File: config.mk
export PLATFORM = sky130hd
export DESIGN_NAME = pipeline_hazard_ctrl
export DESIGN_NICKNAME = d
export VERILOG_FILES = /design/src/rtl/pipeline_hazard_ctrl.sv
export SDC_FILE = /design/constraint.sdc
export NUM_CORES = 1
export LEC_CHECK = 0
export BUFFER_PORTS_ARGS = -buffer_cell sky130_fd_sc_hd__buf_2
export CAP_MARGIN = 20
export CORE_ASPECT_RATIO = 1.75
export CORE_UTILIZATION = 50
export CTS_BUF_LIST = sky130_fd_sc_hd__clkbuf_4
export CTS_CLUSTER_SIZE = 8
export DETAILED_ROUTE_END_ITERATION = 10
export PLACE_DENSITY = 0.79
export SLEW_MARGIN = 15
export SYNTH_ARGS = -nofsm -noshare
export SYNTH_HDL_FRONTEND = slang
export SYNTH_SLANG_ARGS = --single-unit
File: constraint.sdc
create_clock -name clk -period 2 [get_ports clk]
set_clock_uncertainty 0.15 [all_clocks]
set_input_delay 0.4 -clock clk [delete_from_list [all_inputs] [get_ports clk]]
set_output_delay 0.4 -clock clk [all_outputs]
set_load 0.01 [all_outputs]
File: src/rtl/pipeline_hazard_ctrl.sv
// Hazard controller for the 5-stage RV32 pipeline: operand forwarding, multi-cycle
// load-use stall, branch flush and saturating stall/flush event counters.
module pipeline_hazard_ctrl #(
   parameter int REG_AW     = 5,
   parameter int LOAD_STALL = 1,
   parameter int CNT_W      = 32
) (
   input  logic              clk,
   input  logic              rst,
   input  logic [REG_AW-1:0] Rs1_D,
   input  logic [REG_AW-1:0] Rs2_D,
   input  logic [REG_AW-1:0] Rs1_E,
   input  logic [REG_AW-1:0] Rs2_E,
   input  logic [REG_AW-1:0] RD_E,
   input  logic              RegWriteE,
   input  logic              ResultSrcE,
   input  logic [REG_AW-1:0] RD_M,
   input  logic              RegWriteM,
   input  logic [REG_AW-1:0] RD_W,
   input  logic              RegWriteW,
   input  logic              PCSrcE,
   input  logic              perf_clr,
   output logic [1:0]        ForwardAE,
   output logic [1:0]        ForwardBE,
   output logic              StallF,
   output logic              StallD,
   output logic              FlushD,
   output logic              FlushE,
   output logic [CNT_W-1:0]  StallCount,
   output logic [CNT_W-1:0]  FlushCount
);

   typedef enum logic {IDLE, WAIT} state_t;

   // The first stall cycle is spent in IDLE, so WAIT covers the remaining LOAD_STALL-1.
   localparam logic [3:0] WCNT_INIT = (LOAD_STALL > 1) ? 4'(LOAD_STALL - 2) : 4'd0;
   localparam logic [CNT_W-1:0] CNT_ONE = CNT_W'(1);

   state_t             state_q, state_d;
   logic [3:0]         wcnt_q, wcnt_d;
   logic [CNT_W-1:0]   stall_cnt_q, stall_cnt_d;
   logic [CNT_W-1:0]   flush_cnt_q, flush_cnt_d;
   logic               lw_haz;
   logic               stall_int, flush_d_int, flush_e_int;
   logic [1:0]         fwd_a, fwd_b;

   assign lw_haz = ResultSrcE & RegWriteE & (RD_E != '0) & ((RD_E == Rs1_D) | (RD_E == Rs2_D));

   always_comb begin
      fwd_a = 2'b00;
      if (RegWriteM && (RD_M != '0) && (RD_M == Rs1_E))      fwd_a = 2'b10;
      else if (RegWriteW && (RD_W != '0) && (RD_W == Rs1_E)) fwd_a = 2'b01;
      fwd_b = 2'b00;
      if (RegWriteM && (RD_M != '0) && (RD_M == Rs2_E))      fwd_b = 2'b10;
      else if (RegWriteW && (RD_W != '0) && (RD_W == Rs2_E)) fwd_b = 2'b01;
   end

   always_comb begin
      state_d     = state_q;
      wcnt_d      = wcnt_q;
      stall_int   = 1'b0;
      flush_d_int = 1'b0;
      flush_e_int = 1'b0;
      if (PCSrcE) begin
         flush_d_int = 1'b1;
         flush_e_int = 1'b1;
         state_d     = IDLE;
         wcnt_d      = 4'd0;
      end else begin
         case (state_q)
            IDLE: begin
               if (lw_haz) begin
                  stall_int   = 1'b1;
                  flush_e_int = 1'b1;
                  if (LOAD_STALL > 1) begin
                     state_d = WAIT;
                     wcnt_d  = WCNT_INIT;
                  end
               end
            end
            WAIT: begin
               stall_int   = 1'b1;
               flush_e_int = 1'b1;
               if (wcnt_q == 4'd0) state_d = IDLE;
               else                wcnt_d  = wcnt_q - 4'd1;
            end
            default: state_d = IDLE;
         endcase
      end
   end

   always_comb begin
      stall_cnt_d = stall_cnt_q;
      flush_cnt_d = flush_cnt_q;
      if (perf_clr) begin
         stall_cnt_d = '0;
         flush_cnt_d = '0;
      end else begin
         if (stall_int && (stall_cnt_q != '1)) stall_cnt_d = stall_cnt_q + CNT_ONE;
         if (PCSrcE && (flush_cnt_q != '1))    flush_cnt_d = flush_cnt_q + CNT_ONE;
      end
   end

   always_ff @(posedge clk or negedge rst) begin
      if (!rst) begin
         state_q     <= IDLE;
         wcnt_q      <= 4'd0;
         stall_cnt_q <= '0;
         flush_cnt_q <= '0;
      end else begin
         state_q     <= state_d;
         wcnt_q      <= wcnt_d;
         stall_cnt_q <= stall_cnt_d;
         flush_cnt_q <= flush_cnt_d;
      end
   end

   // Combinational outputs are forced low for as long as reset is held.
   assign ForwardAE  = rst ? fwd_a : 2'b00;
   assign ForwardBE  = rst ? fwd_b : 2'b00;
   assign StallF     = rst & stall_int;
   assign StallD     = rst & stall_int;
   assign FlushD     = rst & flush_d_int;
   assign FlushE     = rst & flush_e_int;
   assign StallCount = stall_cnt_q;
   assign FlushCount = flush_cnt_q;

endmodule

Word-level counts from Yosys, hierarchy flattened
Index checks and enable logic that the tools add are counted.
{"block": "totals", "regBits": 69, "in_bits": 43, "elab_cells": 61}
{"block": "classes", "addsub": 3, "muxes": 21, "reduce_logical": 16, "bitwise": 8, "n_eq_ne": 9}
{"operator": "$mux 32", "n": 4}
{"operator": "$add 32x1->32 const B", "n": 2}
{"operator": "$ne 32x32->1 const B", "n": 2}
{"operator": "$eq 5x5->1", "n": 6}
{"operator": "$reduce_bool 5->1", "n": 3}
{"operator": "$mux 4", "n": 3}
{"operator": "$mux 1", "n": 9}
{"operator": "$logic_and 1x1->1", "n": 8}
{"operator": "$mux 2", "n": 4}
{"operator": "$and 1x1->1", "n": 6}
{"operator": "$reduce_bool 2->1", "n": 3}
{"operator": "$logic_not 4->1", "n": 1}
{"operator": "$sub 4x1->4 const B", "n": 1}
{"operator": "$ne 2x2->1 const B", "n": 1}
{"operator": "$pmux 1 s2", "n": 1}
{"operator": "$reduce_and 2->1", "n": 1}
{"operator": "$not 1->1", "n": 1}
{"operator": "$or 1x1->1", "n": 1}

Longest topological paths before layout
{"block": "logic_depth", "word_depth": 9, "mapped_depth": 8, "depth_no_buf": 7}

Worst setup path after synthesis
Ideal clock, no wire load.
{"block": "synth_timing", "path_kind": "input-to-output", "startpoint": "in RD_M[1]", "endpoint": "out ForwardAE[0]", "cell_stages": 4, "path_buffers": 0, "arrival_time_ns": 1.642, "required_ns": 1.450, "setup_slack_ns": -0.192, "path_cell_list": "or4_1 o21ai_0 nor4_1 nor4_1"}
{"block": "synth_via", "elab_chain_cells": 5, "elab_cells_between_ends": 6, "cone_classes": "eq/ne (1); mux (2); reduce/logical (3)"}
{"item": "start: declaration", "line": "17", "text": "input logic [REG_AW-1:0] RD_M,"}
{"item": "$reduce_bool 5->1", "line": "51", "text": "if (RegWriteM && (RD_M != '0) && (RD_M == Rs1_E)) fwd_a = 2'b10;"}
{"item": "$logic_and 1x1->1", "line": "51"}
{"item": "$logic_and 1x1->1 *", "line": "51"}
{"item": "$mux 2 *", "line": "51"}
{"item": "$mux 2 *", "line": "119", "text": "assign ForwardAE = rst ? fwd_a : 2'b00;"}
{"item": "end: declaration", "line": "23", "text": "output logic [1:0] ForwardAE,"}
Every way passes the cells marked *; elsewhere a longest branch is shown, timed or not.

Worst setup path after layout
{"block": "layout_timing", "startpoint": "reg stall_cnt_q[1] (netlist: StallCount[1])", "endpoint": "reg stall_cnt_q[14] (netlist: StallCount[14])"}
{"block": "layout_via", "elab_chain_cells": 3, "elab_cells_between_ends": 6, "cone_classes": "add/sub (1); eq/ne (1); mux (2); reduce/logical (2)"}
{"item": "start: declaration", "line": "41", "text": "logic [CNT_W-1:0] stall_cnt_q, stall_cnt_d;"}
{"item": "start signal: assignment", "line": "113", "text": "stall_cnt_q <= stall_cnt_d;"}
{"item": "$add 32x1->32 or $ne 32x32->1 (tied branches)", "line": "99", "text": "if (stall_int && (stall_cnt_q != '1)) stall_cnt_d = stall_cnt_q + CNT_ONE;"}
{"item": "$mux 32 or $logic_and 1x1->1 (tied branches)", "line": "99"}
{"item": "$mux 32 or $reduce_bool 2->1 (tied branches)"}
Several ways; a longest one is shown, not always the timed one. The select of a mux whose other input is x is not followed.
A chain may end at the register's enable or synchronous reset.

==> results.json <==
{
  "outcome": "finished with violations",
  "violations": "setup timing",
  "path_clk_slew_ns": 0.20,
  "hold_path.class": "primary input to flop",
  "required_ns": 2.21,
  "hold_viol": 0,
  "period_share": 1.39,
  "initialDrtViolationCount": 807,
  "end_kind": "flop",
  "root_buffer": "clkbuf_4",
  "peakVddDrop_mv": 0.338,
  "syn_area_mm2": 0.00448,
  "tns_ns": -17.11,
  "wl_per_cell_um": 24.3,
  "grt_pass1_wl_mm": 28.0,
  "p_per_area_mw_per_mm2": 391,
  "synth_fa_ha_area_frac": 0.0112,
  "die_area_mm2": 0.00936,
  "rsz0062_at_grt": "yes",
  "synth_warnings": 0,
  "clkPwrFrac": 0.380,
  "crit_path_max_fanout": 6,
  "switchingPower_uw": 865,
  "synth-simple-area-share": 0.311,
  "start_util": 0.517,
  "grt-ovfl-total": 0,
  "synth_nets": 553,
  "synth_top_family_by_area": "simple AND/OR/NAND/NOR gates",
  "area_growth_pct": 70.3,
  "clockBufferDepth": 2,
  "worst-setup-path-type": "flop to flop",
  "post-route-util": 0.880,
  "fmax_mhz": 360,
  "antenna_found_initial": 2,
  "seqPwrFrac": 0.472,
  "min_period_ns": 2.78,
  "ys_types": 47,
  "fillers": 411,
  "clock_latency_ns": 0.51,
  "wl_mm": 21.9,
  "route.vias.total": 6172,
  "grt_util_all_layers": 0.396,
  "async_reset_ff_frac": 1.00,
  "synthFlopType": "dfrtp_1",
  "numPortBuffers": 114,
  "final_nets": 826,
  "worst_pin_slew_ns": 0.825,
  "internal-power_mw": 2.12,
  "drv_slew": 0,
  "die_w_um": 73.6,
  "ys_seq_elements": 69,
  "fp-row-count": 45,
  "tritoncts": "done",
  "drive_above_1_share": 0.569,
  "ys_seq_area_frac": 0.385,
  "ant_nets": 0,
  "cp-start-kind": "flop",
  "final_common_cell": "buf_4",
  "synth-xor-area-share": 0.0782,
  "place_congestion": 0.894,
  "synthMuxAreaShare": 0.0372,
  "p_leak_nw": 3.38,
  "synth_edf_count": 0,
  "coreArea_mm2": 0.00867,
  "numCtsBuffers": 9,
  "syn_area_per_cell_um2": 8.85,
  "drc": 0,
  "io_pins": 115,
  "clock-sinks": 69,
  "cp_data_arrival_time_ns": 2.98,
  "grt_max_degree": 62,
  "synthCells": 506,
  "drv_cap": 0,
  "place_ws_ns": -0.298,
  "final-setup-viol-count": 66,
  "dr.pass1.iters": 10,
  "whs_ns": 0.151,
  "avgViaCountPerCell": 6.84,
  "sw_frac_of_total": 0.290,
  "p_comb_frac": 0.148,
  "grt_pass1_vias": 5846,
  "final_cell_mix": "buf_4, buf_2, dfrtp_1",
  "dp_hpwl_mm": 10.3,
  "htree_num_levels": 3,
  "worst_slack_ns": -0.777,
  "dieHeight_um": 127,
  "synth_compound_area_frac": 0.141,
  "relSlewSlack": 0.450
}
## worst paths after layout
check                                 end  depth (start not counted)           start  slack, ns
max                        StallCount[14]                          8   StallCount[1]      -0.78
min                        StallCount[19]                          2        perf_clr       0.15
max reg2reg                StallCount[14]                          8   StallCount[1]      -0.78
min reg2reg                FlushCount[31]                          2  FlushCount[31]       0.44
max in group asynchronous  StallCount[12]                          3             rst       0.68
min in group asynchronous  StallCount[21]                          3             rst       0.24
## flip-flops by register name, indices dropped and copies added, names as in the netlist
signal and cells:
state_q 1, wcnt_q 4, StallCount 32, FlushCount 32
## routing by layer
layer  GRT usage  vias up  routed length (um)
met1       0.377     2931                6860
met3       0.120      215                2250
li1            -     2453                   -
met4       0.291        4                2010
met5           0        -                  43
met2       0.692      569               10800
## final cells by class
class                      count  area [um2]  area share
multi-input combinational    397        3430       0.450
timing repair buffer         287        2100       0.275
sequential                    69        1740       0.228
tap                          117         146      0.0192
clock buffer                  11        82.6      0.0108
clock inverter                 5        75.1     0.00984
inverter                      15        58.8     0.00771
antenna                        1        2.50    0.000328
## power by group through the flow
stage / Combinational, mW / Clock, mW / Sequential, mW
2_1_floorplan: 0.135 / 0 / 1.43
3_3_place_gp: 0.306 / 0 / 1.43
3_5_place_dp: 0.319 / 0 / 1.43
4_1_cts: 0.375 / 1.07 / 1.40
5_1_grt: 0.464 / 1.17 / 1.41
6_report: 0.442 / 1.13 / 1.41
## worst max-delay path: stages (launching register included)
cell	delay [ns]
dfrtp_1	0.44
buf_6	0.14
ha_4	0.15
nand4_1	0.17
nor3_4	0.09
and4_4	0.28
buf_12	0.16
or4_1	0.52
a21oi_1	0.57
## Yosys cell counts (3+ instances only)
master    count  share of area
dfrtp_1      69           0.39
nor2_1       44          0.037
a21oi_1      43          0.048
nand4_1      31          0.043
or4_1        30          0.050
nand2_1      28          0.023
o31ai_1      28          0.047
nand3_1      21          0.023
xnor2_1      21          0.041
xor2_1       19          0.037
clkbuf_1     17          0.014
o21ai_0      17          0.019
or3_1        15          0.021
inv_1        14          0.012
nor4_1       14          0.020
mux2_2       12          0.030
nor2b_1      11          0.015
nor3_1       10          0.011
and2_1        8          0.011
and4_1        8          0.016
buf_2         6         0.0067
and3_1        5         0.0070
ha_1          4          0.011
nand2b_1      3         0.0042
## metrics by stage
| step | total power [mW] | std cells | cell area [um2] |
|---|---|---|---|
| 2_1_floorplan | 1.57 | 506 | 4610 |
| 3_3_place_gp | 1.73 | 844 | 6270 |
| 3_5_place_dp | 1.75 | 844 | 6270 |
| 4_1_cts | 2.84 | 889 | 7230 |
| 5_1_grt | 3.04 | 902 | 7630 |
| 6_report | 2.98 | 902 | 7630 |
## what timing repair did
| item | 4_1_cts | 5_1_grt |
|---|---|---|
| hold buffers | 1 | 0 |
| setup endpoints to repair | 56 | 64 |
| gates cloned | 4 | 0 |
| buffers inserted | 25 | 19 |
| pin swaps | 54 | 45 |
| endpoints found under the hold margin | 8 | 0 |
| gates resized for setup | 100 | 87 |
## logic make-up (layout without fill, tap and decap cells)
| logic type | after synthesis | in the layout |
|---|---|---|
| AND/OR/NAND/NOR | 238 | 238 |
| other | 0 | 1 |
| flip-flops | 69 | 69 |
| adder cells (fa/ha/maj) | 4 | 4 |
| AO/OA/AOI/OAI | 100 | 100 |
| buffers and inverters | 40 | 318 |
| multiplexers | 15 | 15 |
| XOR/XNOR | 40 | 40 |
Power figures use the tool's default switching activity.
